<file path="src/rtl/fifo_pkg.sv">
// Shared types and default geometry for the delay buffer and its drain controller.
package fifo_pkg;

  localparam int FIFO_DEPTH = 8;
  localparam int FIFO_BITS  = 64;

  typedef enum logic [1:0] {
    IDLE  = 2'd0,
    DRAIN = 2'd1,
    DONE  = 2'd2
  } drain_state_t;

endpackage

</file>
<file path="src/rtl/fifo_drain_if.sv">
// Host and delay-buffer signals of the drain controller, grouped as one bundle.
interface fifo_drain_if
  import fifo_pkg::*;
#(
  parameter int DEPTH = FIFO_DEPTH,
  parameter int BITS  = FIFO_BITS
);
  localparam int AW = $clog2(DEPTH);

  logic            start;
  logic            recirc;
  logic [BITS-1:0] fill_d;
  logic [BITS-1:0] fifo_q;
  logic            fifo_en;
  logic [BITS-1:0] fifo_d;
  logic [AW-1:0]   rd_addr;
  logic [BITS-1:0] rd_data;
  logic            busy;
  logic            done;

  modport master (
    output start, recirc, fill_d, fifo_q, rd_addr,
    input  fifo_en, fifo_d, rd_data, busy, done
  );

  modport slave (
    input  start, recirc, fill_d, fifo_q, rd_addr,
    output fifo_en, fifo_d, rd_data, busy, done
  );
endinterface

</file>
<file path="src/rtl/drain_capture_ram.sv">
// Capture file: one write port, one registered read port, async clear.
module drain_capture_ram
  import fifo_pkg::*;
#(
  parameter int DEPTH = FIFO_DEPTH,
  parameter int BITS  = FIFO_BITS,
  parameter int AW    = $clog2(DEPTH)
) (
  input  logic            clk,
  input  logic            rst_n,
  input  logic            we,
  input  logic [AW-1:0]   waddr,
  input  logic [BITS-1:0] wdata,
  input  logic [AW-1:0]   raddr,
  output logic [BITS-1:0] rdata
);

  logic [BITS-1:0] mem_q [DEPTH];
  logic [BITS-1:0] mem_d [DEPTH];
  logic [BITS-1:0] rd_data_q;
  logic [BITS-1:0] rd_data_d;

  always_comb begin
    mem_d = mem_q;
    if (we) mem_d[waddr] = wdata;
  end

  // Read from the pre-write array so a same-edge write returns the old word;
  // indices with no entry (non-power-of-2 DEPTH) fall through to zero.
  always_comb begin
    rd_data_d = '0;
    for (int i = 0; i < DEPTH; i++) begin
      if (raddr == AW'(i)) rd_data_d = mem_q[i];
    end
  end

  always_ff @(posedge clk or negedge rst_n) begin
    if (!rst_n) begin
      for (int i = 0; i < DEPTH; i++) mem_q[i] <= '0;
      rd_data_q <= '0;
    end else begin
      mem_q     <= mem_d;
      rd_data_q <= rd_data_d;
    end
  end

  assign rdata = rd_data_q;

endmodule

</file>
<file path="src/rtl/fifo_drain.sv">
// Drains the delay buffer into the capture file, recirculating or refilling it.
//   state | meaning
//   IDLE  | waiting for start
//   DRAIN | fifo_en high, one capture per cycle, DEPTH cycles
//   DONE  | one-cycle completion pulse
module fifo_drain
  import fifo_pkg::*;
#(
  parameter int DEPTH = FIFO_DEPTH,
  parameter int BITS  = FIFO_BITS
) (
  input  logic       clk,
  input  logic       rst_n,
  fifo_drain_if.slave bus
);

  localparam int AW = $clog2(DEPTH);

  localparam logic [1:0] S_IDLE  = IDLE;
  localparam logic [1:0] S_DRAIN = DRAIN;
  localparam logic [1:0] S_DONE  = DONE;

  localparam logic [AW-1:0] CNT_LAST = AW'(DEPTH - 1);

  logic [1:0]      state_q, state_d;
  logic [AW-1:0]   cnt_q, cnt_d;
  logic            mode_q, mode_d;
  logic            cap_we;
  logic [BITS-1:0] rd_data;

  always_comb begin
    state_d = state_q;
    cnt_d   = cnt_q;
    mode_d  = mode_q;
    case (state_q)
      S_IDLE: begin
        if (bus.start) begin
          state_d = S_DRAIN;
          cnt_d   = '0;
          mode_d  = bus.recirc;
        end
      end
      S_DRAIN: begin
        cnt_d = cnt_q + AW'(1);
        if (cnt_q == CNT_LAST) state_d = S_DONE;
      end
      S_DONE:  state_d = S_IDLE;
      default: state_d = S_IDLE;
    endcase
  end

  always_ff @(posedge clk or negedge rst_n) begin
    if (!rst_n) begin
      state_q <= S_IDLE;
      cnt_q   <= '0;
      mode_q  <= 1'b0;
    end else begin
      state_q <= state_d;
      cnt_q   <= cnt_d;
      mode_q  <= mode_d;
    end
  end

  assign cap_we = (state_q == S_DRAIN);

  drain_capture_ram #(
    .DEPTH (DEPTH),
    .BITS  (BITS),
    .AW    (AW)
  ) u_cap (
    .clk   (clk),
    .rst_n (rst_n),
    .we    (cap_we),
    .waddr (cnt_q),
    .wdata (bus.fifo_q),
    .raddr (bus.rd_addr),
    .rdata (rd_data)
  );

  assign bus.fifo_en = (state_q == S_DRAIN);
  assign bus.done    = (state_q == S_DONE);
  assign bus.busy    = (state_q != S_IDLE);
  assign bus.fifo_d  = mode_q ? bus.fifo_q : bus.fill_d;
  assign bus.rd_data = rd_data;

endmodule
</file>
<file path="src/flat_wrapper.sv">
// flat-port wrapper written by rule: the top's interface ports become plain ports
module fifo_drain_flat import fifo_pkg::*;
#(
  parameter int DEPTH = FIFO_DEPTH,
  parameter int BITS  = FIFO_BITS
)
  (clk, rst_n, bus_start, bus_recirc, bus_fill_d, bus_fifo_q, bus_rd_addr, bus_fifo_en, bus_fifo_d, bus_rd_data, bus_busy, bus_done);
  fifo_drain_if #(.DEPTH(DEPTH), .BITS(BITS)) bus_i ();
  input  logic clk;
  input  logic rst_n;
  input wire logic [$bits(bus_i.start)-1:0] bus_start;
  input wire logic [$bits(bus_i.recirc)-1:0] bus_recirc;
  input wire logic [$bits(bus_i.fill_d)-1:0] bus_fill_d;
  input wire logic [$bits(bus_i.fifo_q)-1:0] bus_fifo_q;
  input wire logic [$bits(bus_i.rd_addr)-1:0] bus_rd_addr;
  output wire logic [$bits(bus_i.fifo_en)-1:0] bus_fifo_en;
  output wire logic [$bits(bus_i.fifo_d)-1:0] bus_fifo_d;
  output wire logic [$bits(bus_i.rd_data)-1:0] bus_rd_data;
  output wire logic [$bits(bus_i.busy)-1:0] bus_busy;
  output wire logic [$bits(bus_i.done)-1:0] bus_done;
  assign bus_i.start = bus_start;
  assign bus_i.recirc = bus_recirc;
  assign bus_i.fill_d = bus_fill_d;
  assign bus_i.fifo_q = bus_fifo_q;
  assign bus_i.rd_addr = bus_rd_addr;
  assign bus_fifo_en = bus_i.fifo_en;
  assign bus_fifo_d = bus_i.fifo_d;
  assign bus_rd_data = bus_i.rd_data;
  assign bus_busy = bus_i.busy;
  assign bus_done = bus_i.done;
  fifo_drain #(.DEPTH(DEPTH), .BITS(BITS)) u_core (.clk(clk), .rst_n(rst_n), .bus(bus_i));
endmodule
</file>
<file path="config.mk">
export PLATFORM = sky130hd
export DESIGN_NAME = fifo_drain_flat
export DESIGN_NICKNAME = d
export VERILOG_FILES = /design/src/rtl/fifo_pkg.sv /design/src/rtl/fifo_drain_if.sv /design/src/rtl/drain_capture_ram.sv /design/src/rtl/fifo_drain.sv /design/src/flat_wrapper.sv
export SDC_FILE = /design/constraint.sdc
export NUM_CORES = 1
export LEC_CHECK = 0
export CAP_MARGIN = 20
export CORE_ASPECT_RATIO = 0.5
export CORE_UTILIZATION = 52
export DETAILED_ROUTE_END_ITERATION = 8
export GPL_ROUTABILITY_DRIVEN = 0
export PLACE_DENSITY_LB_ADDON = 0.3
export SETUP_SLACK_MARGIN = 0.3
export SYNTH_ARGS = -nofsm -noshare
export SYNTH_HDL_FRONTEND = slang
export SYNTH_SLANG_ARGS = --single-unit
export TNS_END_PERCENT = 10
</file>
<file path="constraint.sdc">
create_clock -name clk -period 2.01 [get_ports clk]
set_clock_uncertainty 0.15 [all_clocks]
set_input_delay 0.402 -clock clk [delete_from_list [all_inputs] [get_ports clk]]
set_output_delay 0.402 -clock clk [all_outputs]
set_load 0.03 [all_outputs]
</file>
=== Yosys cells after proc, flatten, opt, wreduce, memory -nomap -nowiden ===
Cells that the tools add are included.

* Magnitude comparators: 2
* Mux-type cells: 17
* Reductions and logical operators: 8
* Add/subtract/negate cells: 1
* Bitwise logic cells: 1
* Eq/ne operators: 12

{| class="wikitable"
|+ Operator list
! operator !! count
|-
| 64-bit 2-to-1 mux || 10
|-
| 512-bit bitwise mux || 1
|-
| 64-bit demux with 3-bit select || 1
|-
| 3-bit == test (second input constant) || 5
|-
| 3-bit by 2-bit == test with 1-bit output (second input constant) || 2
|-
| 3-bit case mux with 2 select lines || 1
|-
| 2-bit AND reduction || 3
|-
| 4-bit greater-or-equal comparator (second input constant) || 1
|-
| 4-bit by 1-bit less-than comparator with 1-bit output (second input constant) || 1
|-
| 2-bit 2-to-1 mux || 2
|-
| 3-bit NOT with 4-bit output || 1
|-
| 2-bit case mux with 2 select lines || 1
|-
| 2-bit nonzero test || 2
|-
| 3-bit by 1-bit adder with 3-bit output (second input constant) || 1
|-
| 3-bit by 1-bit == test with 1-bit output (second input constant) || 1
|-
| 3-bit logical NOT || 1
|-
| 3-bit 2-to-1 mux || 1
|-
| 2-bit by 1-bit == test with 1-bit output (second input constant) || 1
|-
| 2-bit == test (second input constant) || 1
|-
| 2-bit logical NOT || 1
|-
| 2-bit by 1-bit inequality test with 1-bit output (second input constant) || 1
|-
| 2-bit inequality test (second input constant) || 1
|-
| 1-bit logical AND || 1
|}

* Input port bits: 135
* Word-level logic and storage cells: 53
* Output and inout port bits: 131
* Register bits after elaboration: 582

=== Logic depth before layout (Yosys ltp) ===
Gate-level depths: netlist of the first run.

* Depth after elaboration: 9
* Depth in mapped cells: 8
* Gate-level depth less buffers: 4

=== Cells and area by module ===
A second synthesis of the first run with hierarchy kept.

* Cell total of the unflattened synthesis: 1996
* Area total of the unflattened synthesis: 26798.2 um^2

{| class="wikitable"
|+ By module, submodules not included
! module !! times used !! cells each !! area an instance (um^2) !! seq. area each (um^2)
|-
| drain_capture_ram || 1 || 1904 || 25547.0 || 14413.8
|-
| fifo_drain || 1 || 92 || 1251.2 || 150.1
|}

=== Least setup slack after synthesis of the first run ===
Ideal clock, no wire load.

* Path type: register to output
* From: register u_core.mode_q
* To: output port bus_fifo_d[0]
* Buffers on the path: 2
* Cell stages (with the launch flop): 4
* Arrival: 1.434 ns
* Required time: 1.458 ns
* Slack: 0.024 ns
* Path through: dfrtp_1 -> clkbuf_1 -> clkbuf_1 -> mux2_2

* Cells in the longest elaborated chain, start to end: 1

{| class="wikitable"
|+ RTL lines
! what !! line !! source
|-
| from (decl) || fifo_drain.sv:27 || <nowiki>logic mode_q, mode_d;</nowiki>
|-
| from (signal assigned) || fifo_drain.sv:60 || <nowiki>mode_q <= mode_d;</nowiki>
|-
| 64-bit 2-to-1 mux || fifo_drain.sv:83 || <nowiki>assign bus.fifo_d = mode_q ? bus.fifo_q : bus.fill_d;</nowiki>
|-
| to (decl) || flat_wrapper.sv:17 || <nowiki>output wire logic [$bits(bus_i.fifo_d)-1:0] bus_fifo_d;</nowiki>
|}

Every way passes these cells.

=== Worst setup path after layout of the first run ===
* From: register u_core.mode_q
* To: output port bus_fifo_d[39]

Same word-level chain as after synthesis.

==> results.py, run 1 <==
metrics = {
    "die": {
        "rows": 58,
        "io_pins": 266,
        "die_area_um2": 53030,
        "start_util_pct": 53.29,
        "coreArea_um2": 50800,
        "die_h_um": 163.3,
        "fp.dieW_um": 324.7,
    },
    "grt": {
        "grt_remaining_overflow": 0,
        "grt.total_usage_pct": 24.70,
        "antenna_found_initial": 1,
        "grt_max_degree": 68,
        "grt_pass1_vias": 18340,
        "grt_pass1_wl_um": 103900,
    },
    "routing": {
        "met1Wirelength_um": 29950,
        "wl_per_cell_um": 21.46,
        "num_vias": 17810,
        "wl_um": 65800,
        "drcViolationCount": 0,
        "drtIter0Drc": 1266,
        "wl_met3_um": 2357,
        "drt-vias-per-instance": 5.808,
        "top_layer": "met5",
        "ant_nets": 0,
        "met2_length_um": 32310,
        "dr.pass1.iters": 5,
    },
    "finish": {
        "diodes": 0,
        "nFillCells": 3684,
        "areaGrowthSynthToFinish_pct": 24.79,
        "drive_gt1_share_pct": 43.52,
        "fin_nets": 2472,
        "fin_area_um2": 33780,
    },
    "setup_path": {
        "path_buf_inv": 2,
        "worstSetupPathDepth": 3,
        "max_stage_delay_ps": 470,
        "crit_required_ps": 1460,
        "cp-startpoint": "u_core.mode_q$_DFFE_PN0P_",
        "crit_end": "bus_fifo_d[39]",
        "arrival_ps": 1840,
        "crit_family": "flip-flops",
        "path_cells": "buf_12 -> mux2_2 -> buf_4",
        "reg2reg_depth": 5,
        "cp_slowest_cell": "dfrtp_4",
        "r2r-end": "u_core.u_cap.mem_q[107]$_DFFE_PN0P_",
        "worst_setup_path_end_kind": "primary output",
        "worstSetupPathType": "register to primary output",
        "worstReg2RegStart": "u_core.state_q[1]$_DFFE_PN0P_",
        "path_max_fanout": 29,
        "rrSetupSlack_ps": 0,
        "startpoint_type": "register",
    },
    "synthesis": {
        "synth.distinct_cells": 36,
        "synth_top_cell_area_share_pct": 53.80,
        "synth.area.top_cells": "dfrtp_1, mux2_2, mux2_4",
        "synth_edf_count": 0,
        "ys_warn_count": 0,
        "yosys.area.top_type": "dfrtp_1",
        "seq_area_frac_synth_pct": 53.80,
        "synthArstFlopShare_pct": 100.0,
        "syn_area_um2": 27070,
        "synth_ff_type": "dfrtp_1",
        "synth_seq_cells": 582,
        "synthesis.nets": 2127,
        "syn-instance-count": 1990,
        "syn_avg_cell_area_um2": 13.60,
    },
    "power_and_ir_drop": {
        "ir_worst_vdd_mv": 1.064,
        "leakagePower_nw": 15.31,
        "p_per_area_nw_per_um2": 1532,
    },
    "clock_tree": {
        "cts_tree": "done",
        "clk_latency_ps": 590,
        "cts_buffers": 52,
        "cts_buffer_depth": 3,
        "cts_sinks": 582,
        "cts_max_level": 2,
        "post-cts-setup-buffers": 0,
        "path_clk_slew_ps": 60,
        "cts-root-buf": "clkbuf_16",
    },
    "timing": {
        "slew_headroom_pct": 58.36,
        "worstMarginPinSlew_ps": 623.2,
        "setup_violations": 64,
        "final.period_utilization_pct": 119.2,
        "max_freq_mhz": 417.4,
        "rsz0062_at_grt": "true",
        "slew_viol_final": 0,
        "hold_viol_final": 0,
        "min_period_ps": 2396,
        "setup_slack_ps": -385.7,
    },
    "status": {
        "violations": "negative setup slack",
        "status": "finished with violations",
    },
    "min_path": {
        "hold_path_class": "input port to asynchronous set/reset pin",
    },
    "placed_design": {
        "pre_cts_slack_ps": -14.31,
        "hpwl_um": 39250,
        "portBuffers": 265,
        "placed_area_um2": 31830,
    },
    "job": {
        "drv_cap": 0,
    },
}
cell type report:
| cell class | instances | area, um^2 | area share, % |
|---|---|---|---|
| inverter | 1 | 3.754 | 0.01111 |
| tap | 690 | 863.3 | 2.555 |
| clock inverter | 25 | 239.0 | 0.7074 |
| timing repair buffer | 443 | 4548 | 13.46 |
| multi-input combinational | 1255 | 12120 | 35.87 |
| clock buffer | 70 | 1440 | 4.263 |
| sequential | 582 | 14570 | 43.13 |
metal layers:
layer	up-vias	track usage (%)
met1	9427	34.47
met4	2	5.832
met5	-	0
met3	97	3.291
li1	7940	-
met2	341	41.28
cell usage after synthesis, types with 2 or more instances:
library cell and number:
a21oi_1 111, a221oi_1 55, a22o_1 2, a22oi_1 55
and2_1 2, buf_1 20, buf_2 39, buf_4 5
buf_6 33, buf_8 7, clkbuf_1 48, dfrtp_1 582
ha_1 2, mux2_1 31, mux2_2 426, mux2_4 120
mux2i_1 128, nand2_1 131, nand2_2 2, nand3b_1 2
nor2_1 20, nor2b_1 4, o211ai_1 18, o21ai_0 27
o31a_1 55, or2_2 55
registers in the layout, summed over array words and instances (netlist names):
signal and cells:
u_core.cnt_q 3, u_core.state_q 2, u_core.u_cap.mem_q 512, u_core.mode_q 1, u_core.u_cap.rdata 64
placed cells by master, fill, tap and decap left out, types with 2 or more instances in the layout:
cell type        synthesis  final
a21oi_1                111    111
a221oi_1                55     55
a22o_1                   2      2
a22oi_1                 55     55
buf_12                   0     59
buf_2                   39     37
buf_4                    5    156
buf_6                   33     57
buf_8                    7      2
bufinv_16                0      4
clkbuf_1                48     12
clkbuf_16                0     53
clkbuf_8                 0      5
clkdlybuf4s50_1          0    130
clkinv_2                 0     17
dfrtp_1                582    579
dfrtp_2                  0      2
ha_1                     2      2
inv_6                    0      2
mux2_1                  31     12
mux2_2                 426    309
mux2_4                 120    256
mux2i_1                128    128
nand2_1                131    131
nand3b_1                 2      2
nor2_1                  20     19
nor2_4                   1      2
nor2b_4                  1      6
o211ai_1                18     18
o21ai_0                 27     27
o31a_1                  55     55
or2_2                   55     55
where the power goes:
group	internal, mW	leakage, nW	switching [mW]
Sequential	17.6	6.86	3.34
Combinational	12.2	7.61	8.62
Clock	5.55	0.840	4.42
worst min-delay path by stage:
stage	depth (start not counted)	slack, ps	end
6_report	2	160	u_core.u_cap.mem_q[391]$_DFFE_PN0P_
4_1_cts	3	130	u_core.u_cap.rdata[23]$_DFF_PN0_
3_5_place_dp	1	180	u_core.u_cap.mem_q[391]$_DFFE_PN0P_
5_1_grt	3	170	u_core.u_cap.rdata[23]$_DFF_PN0_
2_1_floorplan	0	-40	u_core.cnt_q[0]$_DFFE_PN0P_
3_3_place_gp	1	180	u_core.u_cap.mem_q[391]$_DFFE_PN0P_
logic make-up after synthesis:
family / Yosys count / share of synthesized area, %
AO/OA/AOI/OAI: 325 / 8.254
multiplexers: 705 / 30.40
AND/OR/NAND/NOR: 223 / 3.882
flip-flops: 582 / 53.80
buffers and inverters: 153 / 3.577
adder cells (fa/ha/maj): 2 / 0.09242
what timing repair did:
item,CTS,global route
endpoints found under the hold margin,263,0
setup endpoints to repair,643,600
resized for setup,411,105
pin swaps,2,3
hold buffers,1,0
per-stage QoR:
step | util (%) | power (mW) | hold WS, ps | setup TNS, ps | cells
global placement | 62.67 | 40.13 | 176.3 | -44.59 | 2970
finish | 66.50 | 51.76 | 163.3 | -20790 | 3066
detailed placement | 62.67 | 40.98 | 183.5 | -22.15 | 2970
global route | 66.50 | 54.39 | 173.1 | -30440 | 3066
floorplan | - | 35.02 | -43.59 | 0 | 1990
CTS | 65.85 | 51.07 | 128.1 | -22540 | 3066
worst reg2reg max path: stages, from the launching register on:
cell	delay, ps
dfrtp_1	420
nor2b_4	170
nor2b_4	230
and3_4	310
buf_12	250
mux2_4	350
Power figures use the tool's default switching activity.
==> inputs of run 2 (changes only) <==
--- a/config.mk
+++ b/config.mk
@@ -5,6 +5,7 @@
 export SDC_FILE = /design/constraint.sdc
 export NUM_CORES = 1
 export LEC_CHECK = 0
+export ABC_CLOCK_PERIOD_IN_PS = 2009
 export CAP_MARGIN = 20
 export CORE_ASPECT_RATIO = 0.5
 export CORE_UTILIZATION = 52
==> results of run 2 <==
No change in the layout: final DEF, timing and power equal those of run 1.
==> inputs of run 3 (changes only) <==
--- a/config.mk
+++ b/config.mk
@@ -11,6 +11,7 @@
 export CORE_UTILIZATION = 52
 export DETAILED_ROUTE_END_ITERATION = 8
 export GPL_ROUTABILITY_DRIVEN = 0
+export MAX_ROUTING_LAYER = met4
 export PLACE_DENSITY_LB_ADDON = 0.3
 export SETUP_SLACK_MARGIN = 0.3
 export SYNTH_ARGS = -nofsm -noshare
==> results.py, run 3 (synthesized netlist as in run 1, its figures left out) <==
metrics = {
    "setup_path": {
        "arrival_ps": 1840,
        "startpoint_type": "register",
        "worstSetupPathType": "register to primary output",
        "max_stage_delay_ps": 470,
        "path_cells": "buf_12 -> mux2_2 -> buf_4",
        "cp_slowest_cell": "dfrtp_4",
        "path_max_fanout": 29,
        "crit_required_ps": 1460,
        "worst_setup_path_end_kind": "primary output",
    },
    "clock_tree": {
        "path_clk_slew_ps": 60,
        "post-cts-setup-buffers": 0,
        "clk_latency_ps": 590,
        "cts_buffers": 52,
        "cts_max_level": 2,
        "cts_tree": "done",
        "cts_buffer_depth": 3,
        "cts_sinks": 582,
        "cts-root-buf": "clkbuf_16",
    },
    "finish": {
        "fin_area_um2": 33790,
        "nFillCells": 3685,
        "areaGrowthSynthToFinish_pct": 24.80,
        "largest_register_ffs": 512,
        "layout_commonest_cell": "dfrtp_1",
        "final_cell_mix": "dfrtp_1, mux2_2, mux2_4",
        "fin_nets": 2472,
        "fin_util_pct": 66.51,
        "top_register": "u_core.u_cap.mem_q",
        "drive_gt1_share_pct": 43.52,
    },
    "grt": {
        "antenna_found_initial": 1,
        "grt_pass1_vias": 18320,
        "grt_pass1_wl_um": 103800,
        "grt.total_usage_pct": 25.46,
        "grt_max_degree": 68,
        "grt_remaining_overflow": 0,
    },
    "routing": {
        "ant_nets": 0,
        "met1Wirelength_um": 29730,
        "dr.pass1.iters": 5,
        "drtIter0Drc": 1248,
        "drcViolationCount": 0,
        "wl_um": 65900,
        "top_layer": "met4",
        "wl_met3_um": 2621,
        "num_vias": 17810,
        "drt-vias-per-instance": 5.805,
        "met2_length_um": 32460,
        "wl_per_cell_um": 21.49,
    },
    "min_path": {
        "hold_path_class": "input port to register",
    },
    "timing": {
        "slew_headroom_pct": 58.49,
        "setup_violations": 64,
        "rsz0062_at_grt": "true",
        "worstMarginPinSlew_ps": 621.3,
        "min_period_ps": 2396,
        "hold_viol_final": 0,
        "slew_viol_final": 0,
        "setup_slack_ps": -386.1,
        "max_freq_mhz": 417.3,
        "hold_ws_ps": 161.9,
        "final.period_utilization_pct": 119.2,
    },
    "die": {
        "start_util_pct": 53.29,
        "io_pins": 266,
        "die_area_um2": 53030,
        "rows": 58,
        "coreArea_um2": 50800,
        "fp.dieW_um": 324.7,
        "die_h_um": 163.3,
    },
    "status": {
        "status": "finished with violations",
        "violations": "negative setup slack",
    },
    "power_and_ir_drop": {
        "leakagePower_nw": 15.31,
        "p_per_area_nw_per_um2": 1533,
        "ir_worst_vdd_mv": 1.058,
    },
    "placed_design": {
        "hpwl_um": 39250,
        "placed_area_um2": 31830,
        "portBuffers": 265,
    },
    "job": {
        "drv_cap": 0,
    },
}
run 3: final cells by class:
| class | instances | area [um^2] | area share, % |
|---|---|---|---|
| Clock buffer | 70 | 1440 | 4.262 |
| Clock inverter | 25 | 239.0 | 0.7073 |
| Multi-Input combinational cell | 1255 | 12120 | 35.87 |
| Inverter | 1 | 3.754 | 0.01111 |
| Timing Repair Buffer | 443 | 4548 | 13.46 |
| Tap cell | 690 | 863.3 | 2.555 |
| Antenna cell | 1 | 2.502 | 0.007407 |
| Sequential cell | 582 | 14570 | 43.12 |
run 3: path summary, 6_finish.rpt:
kind | start | to | slack (ps) | cells past startpoint
max | u_core.mode_q$_DFFE_PN0P_ | bus_fifo_d[39] | -390 | 3
min | bus_rd_addr[0] | u_core.u_cap.rdata[23]$_DFF_PN0_ | 160 | 3
max reg2reg | u_core.state_q[1]$_DFFE_PN0P_ | u_core.u_cap.mem_q[107]$_DFFE_PN0P_ | 10 | 5
min reg2reg | u_core.u_cap.mem_q[42]$_DFFE_PN0P_ | u_core.u_cap.mem_q[42]$_DFFE_PN0P_ | 340 | 1
max in group asynchronous | rst_n | u_core.u_cap.rdata[52]$_DFF_PN0_ | 770 | 4
min in group asynchronous | rst_n | u_core.u_cap.mem_q[391]$_DFFE_PN0P_ | 170 | 2
run 3: critical path, delay by kind of cell, from the launching register on:
family,cells,cell delay (ps)
mux,1,370
buf+inv,2,380
flops,1,470
run 3: through the flow:
step	total power, mW	instances	setup TNS, ps	worst slack, ps
6_report	51.78	3067	-20920	-386.1
5_1_grt	54.40	3067	-30510	-424.3
4_1_cts	51.07	3066	-22540	-409.1
3_5_place_dp	40.98	2970	-22.15	-14.31
3_3_place_gp	40.13	2970	-44.59	-24.22
2_1_floorplan	35.02	1990	0	80.33
run 3: repair_timing:
action                     CTS  global route
setup endpoints to repair  643           600
hold endpoints to repair   263             0
pin swaps                    2             3
hold buffers                 1             0
resized for setup          411           105
cloned                       0             0
run 3: report_power, final:
part / internal (mW) / switching (mW)
clock network: 5.55 / 4.44
logic: 12.2 / 8.62
registers: 17.6 / 3.35
run 3: per-layer routing:
| layer | vias up | track usage, % |
|---|---|---|
| met2 | 373 | 41.24 |
| met4 | 0 | 5.832 |
| met5 | - | - |
| met3 | 88 | 3.255 |
| li1 | 7940 | - |
| met1 | 9404 | 34.53 |
